### src/rtl/vga_mono_scanout.sv
// 1 bpp scanout: 1024x768@60 timing, word FIFO, LSB-first pixel shifter.
// Optional `SCANOUT_TEST_PATTERN_EN adds a test_pattern checkerboard input.
module vga_mono_scanout #(
  parameter int C_resolution_x      = 1024,
  parameter int C_hsync_front_porch = 24,
  parameter int C_hsync_pulse       = 136,
  parameter int C_hsync_back_porch  = 160,
  parameter int C_resolution_y      = 768,
  parameter int C_vsync_front_porch = 3,
  parameter int C_vsync_pulse       = 6,
  parameter int C_vsync_back_porch  = 29,
  parameter int C_bits_x            = 11,
  parameter int C_bits_y            = 11,
  parameter int C_fifo_depth        = 8
) (
  input  logic        clk_pixel,
  input  logic        rstn,
`ifdef SCANOUT_TEST_PATTERN_EN
  input  logic        test_pattern,
`endif
  input  logic [31:0] word_data,
  input  logic        word_valid,
  output logic        word_ready,
  output logic        frame_start,
  output logic        underflow,
  output logic [1:0]  vga_r,
  output logic [1:0]  vga_g,
  output logic [1:0]  vga_b,
  output logic        vga_hsync,
  output logic        vga_vsync,
  output logic        vga_blank
);

  localparam int XW = C_bits_x;
  localparam int YW = C_bits_y;
  localparam int HT = C_resolution_x + C_hsync_front_porch
                    + C_hsync_pulse + C_hsync_back_porch;
  localparam int VT = C_resolution_y + C_vsync_front_porch
                    + C_vsync_pulse + C_vsync_back_porch;
  localparam int HS = C_resolution_x + C_hsync_front_porch;
  localparam int VS = C_resolution_y + C_vsync_front_porch;
  localparam int AW = (C_fifo_depth > 1) ? $clog2(C_fifo_depth) : 1;

  localparam logic [XW-1:0] H_ACT  = XW'(C_resolution_x);
  localparam logic [XW-1:0] H_SS   = XW'(HS);
  localparam logic [XW-1:0] H_SE   = XW'(HS + C_hsync_pulse);
  localparam logic [XW-1:0] H_LAST = XW'(HT - 1);
  localparam logic [YW-1:0] V_ACT  = YW'(C_resolution_y);
  localparam logic [YW-1:0] V_SS   = YW'(VS);
  localparam logic [YW-1:0] V_SE   = YW'(VS + C_vsync_pulse);
  localparam logic [YW-1:0] V_LAST = YW'(VT - 1);
  localparam logic [AW:0]   FULL   = (AW+1)'(C_fifo_depth);

  logic [XW-1:0] x_q, x_d;
  logic [YW-1:0] y_q, y_d;
  logic [AW-1:0] wr_q, wr_d, rd_q, rd_d;
  logic [AW:0]   cnt_q, cnt_d;
  logic [31:0]   sh_q, sh_d;
  logic [31:0]   mem_q [C_fifo_depth];
  logic          rdy_q, rdy_d;
  logic          uf_q, uf_d;
  logic          pix_q, pix_d;
  logic          hs_q, vs_q, bl_q;
  logic          active, load, flush, flush_nx;
  logic          empty, push, pop, tp;

`ifdef SCANOUT_TEST_PATTERN_EN
  assign tp = test_pattern;
`else
  assign tp = 1'b0;
`endif

  always_comb begin
    x_d = x_q + XW'(1);
    y_d = y_q;
    if (x_q == H_LAST) begin
      x_d = '0;
      y_d = (y_q == V_LAST) ? '0 : y_q + YW'(1);
    end
  end

  assign active   = (x_q < H_ACT) && (y_q < V_ACT);
  assign load     = active && (x_q[4:0] == 5'd0);
  assign flush    = (x_q == '0) && (y_q == V_ACT);
  assign flush_nx = (x_d == '0) && (y_d == V_ACT);
  assign empty    = (cnt_q == '0);
  assign push     = word_valid && rdy_q;
  assign pop      = load && !empty && !tp;

  always_comb begin
    wr_d  = wr_q;
    rd_d  = rd_q;
    cnt_d = cnt_q;
    if (flush) begin
      wr_d  = '0;
      rd_d  = '0;
      cnt_d = '0;
    end else begin
      if (push) wr_d = wr_q + AW'(1);
      if (pop)  rd_d = rd_q + AW'(1);
      unique case ({push, pop})
        2'b10:   cnt_d = cnt_q + (AW+1)'(1);
        2'b01:   cnt_d = cnt_q - (AW+1)'(1);
        default: cnt_d = cnt_q;
      endcase
    end
    // ready is registered, so it looks one cycle ahead at fill level and flush
    rdy_d = (cnt_d != FULL) && !flush_nx;
  end

  always_comb begin
    sh_d  = sh_q;
    pix_d = 1'b0;
    uf_d  = uf_q;
    if (active) begin
      unique case (1'b1)
        tp: pix_d = x_q[5] ^ y_q[5];
        load: begin
          sh_d  = empty ? '0 : mem_q[rd_q];
          uf_d  = uf_q | empty;
          pix_d = sh_d[0];
        end
        default: begin
          sh_d  = sh_q >> 1;
          pix_d = sh_d[0];
        end
      endcase
    end
  end

  always_ff @(posedge clk_pixel) begin
    if (push) mem_q[wr_q] <= word_data;
  end

  always_ff @(posedge clk_pixel or negedge rstn) begin
    if (!rstn) begin
      x_q   <= '0;
      y_q   <= '0;
      wr_q  <= '0;
      rd_q  <= '0;
      cnt_q <= '0;
      sh_q  <= '0;
      rdy_q <= 1'b0;
      uf_q  <= 1'b0;
      pix_q <= 1'b0;
      hs_q  <= 1'b1;
      vs_q  <= 1'b1;
      bl_q  <= 1'b1;
    end else begin
      x_q   <= x_d;
      y_q   <= y_d;
      wr_q  <= wr_d;
      rd_q  <= rd_d;
      cnt_q <= cnt_d;
      sh_q  <= sh_d;
      rdy_q <= rdy_d;
      uf_q  <= uf_d;
      pix_q <= pix_d;
      hs_q  <= !((x_q >= H_SS) && (x_q < H_SE));
      vs_q  <= !((y_q >= V_SS) && (y_q < V_SE));
      bl_q  <= !active;
    end
  end

  assign word_ready  = rdy_q;
  assign frame_start = flush;
  assign underflow   = uf_q;
  assign vga_r       = {2{pix_q}};
  assign vga_g       = {2{pix_q}};
  assign vga_b       = {2{pix_q}};
  assign vga_hsync   = hs_q;
  assign vga_vsync   = vs_q;
  assign vga_blank   = bl_q;

endmodule
### config.mk
export PLATFORM = sky130hd
export DESIGN_NAME = vga_mono_scanout
export DESIGN_NICKNAME = d
export VERILOG_FILES = /design/src/rtl/vga_mono_scanout.sv
export SDC_FILE = /design/constraint.sdc
export NUM_CORES = 1
export LEC_CHECK = 0
export ABC_AREA = 1
export BUFFER_PORTS_ARGS = -buffer_cell sky130_fd_sc_hd__buf_4
export CORE_UTILIZATION = 38
export CTS_BUF_LIST = sky130_fd_sc_hd__clkbuf_4 sky130_fd_sc_hd__clkbuf_8
export CTS_CLUSTER_DIAMETER = 30
export DETAILED_ROUTE_END_ITERATION = 10
export PLACE_DENSITY = 0.56
export SLEW_MARGIN = 20
export SYNTH_ARGS = -nofsm -noshare
export SYNTH_HDL_FRONTEND = slang
export SYNTH_SLANG_ARGS = --single-unit
### constraint.sdc
create_clock -name clk_pixel -period 4.3 [get_ports clk_pixel]
set_input_delay 0.645 -clock clk_pixel [delete_from_list [all_inputs] [get_ports clk_pixel]]
set_output_delay 0.645 -clock clk_pixel [all_outputs]
set_load 0.05 [all_outputs]
==> metrics <==
number of buffers created by CTS=75; Post-Place Cell Area=14330 um2; initial antenna violation count=0; worst setup path category=reg2reg; Maximum Capacitance Violations=0; initial core utilization=38.89%; number of hold violations in the final report=0; P_leak=6.004 nW; status=finished, final reports clean; Max-Slew Margin vs Limit=33.66%; layout cell share with drive strength beyond 1=17.83%; clock transition at the registers of the reported paths=0.05 ns; number of buffers on the longest clock path=3; number of cells on the worst reg-to-reg path=21; buffers inserted by post-CTS timing repair=0; R2R Path End=word_ready; share of the synthesized area in the top cell type=56.94%; core area=34710 um2; Util after Layout=45.92%; net count after synthesis=1201; Antenna Diode Count=0; final wirelength=31880 um; worst path arrival time=3.77 ns; Die Footprint=36290 um2; Layout Nets=1276; area growth from synthesis to final layout=18.05%; remaining design rule violation count=0; data required time at the worst endpoint=4.75 ns; path type of the worst min-delay path=in2async; Post-synth EDFFs=256; number of gates resized after CTS=0; Highest Clock Rate=301.8 MHz; type of destination of the critical path=flop; clock tree from TritonCTS=built; max-slew violations=0; number of port buffers=46; Warnings, synthesis=0; RSZ-0062 raised after global routing=false; Setup Skew=0.04061 ns; largest net degree at the start of global routing=74; synthesized netlist cell count=1156; final-layout setup total negative slack=0 ns; Placed Cells=1609; Period Utilization, post-route=77.05%; grt total ovfl=0; combined global-route utilization of all metal layers=18.05%; final weighted congestion of routability-driven global placement=0.8318; Sinks on Clock Net=325; count of unique library cells instantiated by Yosys=40; count of nets left with antenna violations after detail routing=0; maximum level of the CTS H-tree=3; Mean Syn Cell Area=11.68 um2; worst-skew pair later-pin latency=0.59 ns; flop2flop setup slack=0.99 ns; die height=190.5 um; final cell area excluding filler cells=15940 um2; via count of the routed design=9086; Total Power=9.063 mW; top area cells in the synthesized netlist=sky130_fd_sc_hd__edfxtp_1, sky130_fd_sc_hd__dfrtp_1, sky130_fd_sc_hd__nor2_1, sky130_fd_sc_hd__o21ai_0, sky130_fd_sc_hd__o221ai_1; Startpoint Class=flop; post-DR wirelength/cell=18.27 um; Setup violations, final=0; sequential fraction of the synthesis area=69.75%; measured slew at the worst slew-check pin=0.9928 ns; peak fanout along the critical path=31; combined area of all synthesized cells=13500 um2; async set-reset flop share out of synthesis=21.23%; prevailing post-synth register cell=sky130_fd_sc_hd__edfxtp_1; floorplan die width=190.5 um; via count of the first global-routing pass=9032; dominant cell type by area after synthesis=sky130_fd_sc_hd__edfxtp_1; worst supply voltage drop on vdd=0.0002958 V; DPL Wire Length=17780 um; Non-Filler Instances=1745; IO Count=47; Avg Vias per Cell=5.207; detailed-routing iteration count for the pre-antenna-repair pass=5; PwrDens=568.6 nW/um2; global-route wire length before repair=49990 um; DRT iter0 DRCs=575; hold-fix buffer count after cts=0; root cell of the clock tree=sky130_fd_sc_hd__clkbuf_8; floorplan row count=68; minimum clock period after layout=3.313 ns; number of flip-flops and latches in the synthesized netlist=325; startpoint of the lowest-slack register-to-register path=x_q[0]
worst max-delay path by stage:
| stage | from | depth (start not counted) | endpoint |
|---|---|---|---|
| 4_1_cts | x_q[0] | 21 | word_ready |
| 3_3_place_gp | x_q[0] | 18 | word_ready |
| 3_5_place_dp | x_q[0] | 21 | word_ready |
| 6_report | x_q[0] | 21 | word_ready |
| 5_1_grt | x_q[0] | 21 | word_ready |
| 2_1_floorplan | word_ready | 4 | mem_q[1][0] |
stage by stage:
stage | hold WS [ns] | setup WS (ns)
final | 0.2077 | 0.9870
after global routing | 0.2506 | 0.6883
after CTS | 0.2131 | 0.9682
after detailed placement | 0.4896 | 0.9940
after global placement | 0.4681 | 1.115
after floorplan | 0.3494 | 1.450
state kept, by name, indices dropped and copies added (netlist names):
name,count
wr_q,3
vga_blank,1
rd_q,3
cnt_q,4
sh_q,31
vga_vsync,1
vga_hsync,1
underflow,1
mem_q,256
word_ready,1
y_q,11
pix_q,1
x_q,11
layout by cell type, fill, tap and decap left out, types with 5 or more instances in the layout:
cell and instances:
sky130_fd_sc_hd__edfxtp_1 256, sky130_fd_sc_hd__o22ai_1 17, sky130_fd_sc_hd__bufinv_16 7, sky130_fd_sc_hd__nand3_1 46, sky130_fd_sc_hd__ha_1 10, sky130_fd_sc_hd__nand2_2 5, sky130_fd_sc_hd__nand4_1 7, sky130_fd_sc_hd__o221ai_1 47
sky130_fd_sc_hd__nor2_1 197, sky130_fd_sc_hd__clkbuf_8 80, sky130_fd_sc_hd__clkbuf_4 18, sky130_fd_sc_hd__clkinv_1 12, sky130_fd_sc_hd__clkinv_2 16, sky130_fd_sc_hd__inv_1 59, sky130_fd_sc_hd__nor2_2 7, sky130_fd_sc_hd__buf_4 66
sky130_fd_sc_hd__o211ai_1 15, sky130_fd_sc_hd__a21oi_1 68, sky130_fd_sc_hd__nor2_4 10, sky130_fd_sc_hd__dfrtp_1 64, sky130_fd_sc_hd__nand2_1 99, sky130_fd_sc_hd__nor3_1 6, sky130_fd_sc_hd__o21ai_0 141
worst max-delay path, stage by stage (launching register included):
cell	delay, ns
sky130_fd_sc_hd__dfrtp_1	0.41
sky130_fd_sc_hd__inv_1	0.10
sky130_fd_sc_hd__ha_1	0.15
sky130_fd_sc_hd__nand3_1	0.12
sky130_fd_sc_hd__nor2_2	0.18
sky130_fd_sc_hd__inv_2	0.25
sky130_fd_sc_hd__nor2_2	0.17
sky130_fd_sc_hd__nand2_1	0.09
sky130_fd_sc_hd__inv_2	0.32
sky130_fd_sc_hd__ha_1	0.31
sky130_fd_sc_hd__nor2_1	0.06
sky130_fd_sc_hd__nor2_1	0.16
sky130_fd_sc_hd__ha_1	0.18
sky130_fd_sc_hd__a21oi_1	0.05
sky130_fd_sc_hd__a21oi_1	0.15
sky130_fd_sc_hd__o21ai_0	0.09
sky130_fd_sc_hd__o21ai_0	0.08
sky130_fd_sc_hd__inv_1	0.05
sky130_fd_sc_hd__nand2_1	0.07
sky130_fd_sc_hd__nand2_1	0.05
sky130_fd_sc_hd__nor2_1	0.10
sky130_fd_sc_hd__nor2_1	0.05
final cells by class:
| class | instances | area, um2 |
|---|---|---|
| clock buffer | 98 | 1236 |
| clock inverter | 38 | 376.6 |
| fill | 3199 | 18770 |
| inverter | 66 | 249.0 |
| multi-input combinational | 696 | 3570 |
| sequential | 325 | 9423 |
| tap | 455 | 569.3 |
| timing repair buffer | 67 | 515.5 |
cells in the mapped netlist (2+ instances only):
master	count
sky130_fd_sc_hd__nand4_1	7
sky130_fd_sc_hd__dfrtp_1	66
sky130_fd_sc_hd__buf_2	6
sky130_fd_sc_hd__inv_1	62
sky130_fd_sc_hd__buf_1	4
sky130_fd_sc_hd__nand3_2	3
sky130_fd_sc_hd__a21oi_1	68
sky130_fd_sc_hd__nor2_4	2
sky130_fd_sc_hd__o21ai_0	141
sky130_fd_sc_hd__nor2_1	205
sky130_fd_sc_hd__o22ai_1	17
sky130_fd_sc_hd__buf_6	5
sky130_fd_sc_hd__nand3_1	46
sky130_fd_sc_hd__nor3_1	6
sky130_fd_sc_hd__nor2_2	7
sky130_fd_sc_hd__xor2_1	4
sky130_fd_sc_hd__nand2_2	5
sky130_fd_sc_hd__nand2_1	99
sky130_fd_sc_hd__clkbuf_1	48
sky130_fd_sc_hd__edfxtp_1	256
sky130_fd_sc_hd__buf_4	6
sky130_fd_sc_hd__dfstp_2	3
sky130_fd_sc_hd__ha_1	10
sky130_fd_sc_hd__inv_2	4
sky130_fd_sc_hd__o221ai_1	47
sky130_fd_sc_hd__o211ai_1	15
kinds of logic after synthesis:
group	synth area share, %
buffers and inverters	4.253
XOR/XNOR	0.3243
AO/OA/AOI/OAI	12.85
adder cells (fa/ha/maj)	0.9267
AND/OR/NAND/NOR	11.89
flip-flops	69.75
layer usage:
layer	share of wire, %	up-vias	global-route usage [%]
met3	4.8	69	3.662
met2	47	244	28.88
li1	-	4325	-
met5	0	-	0
met4	2.6	0	7.477
met1	45	4448	23.91
where the power goes:
part | internal [mW] | switching [mW]
clock network | 2.31 | 1.40
registers | 3.83 | 0.128
logic | 0.400 | 0.991
No activity file was read; power rests on OpenSTA's default activity.
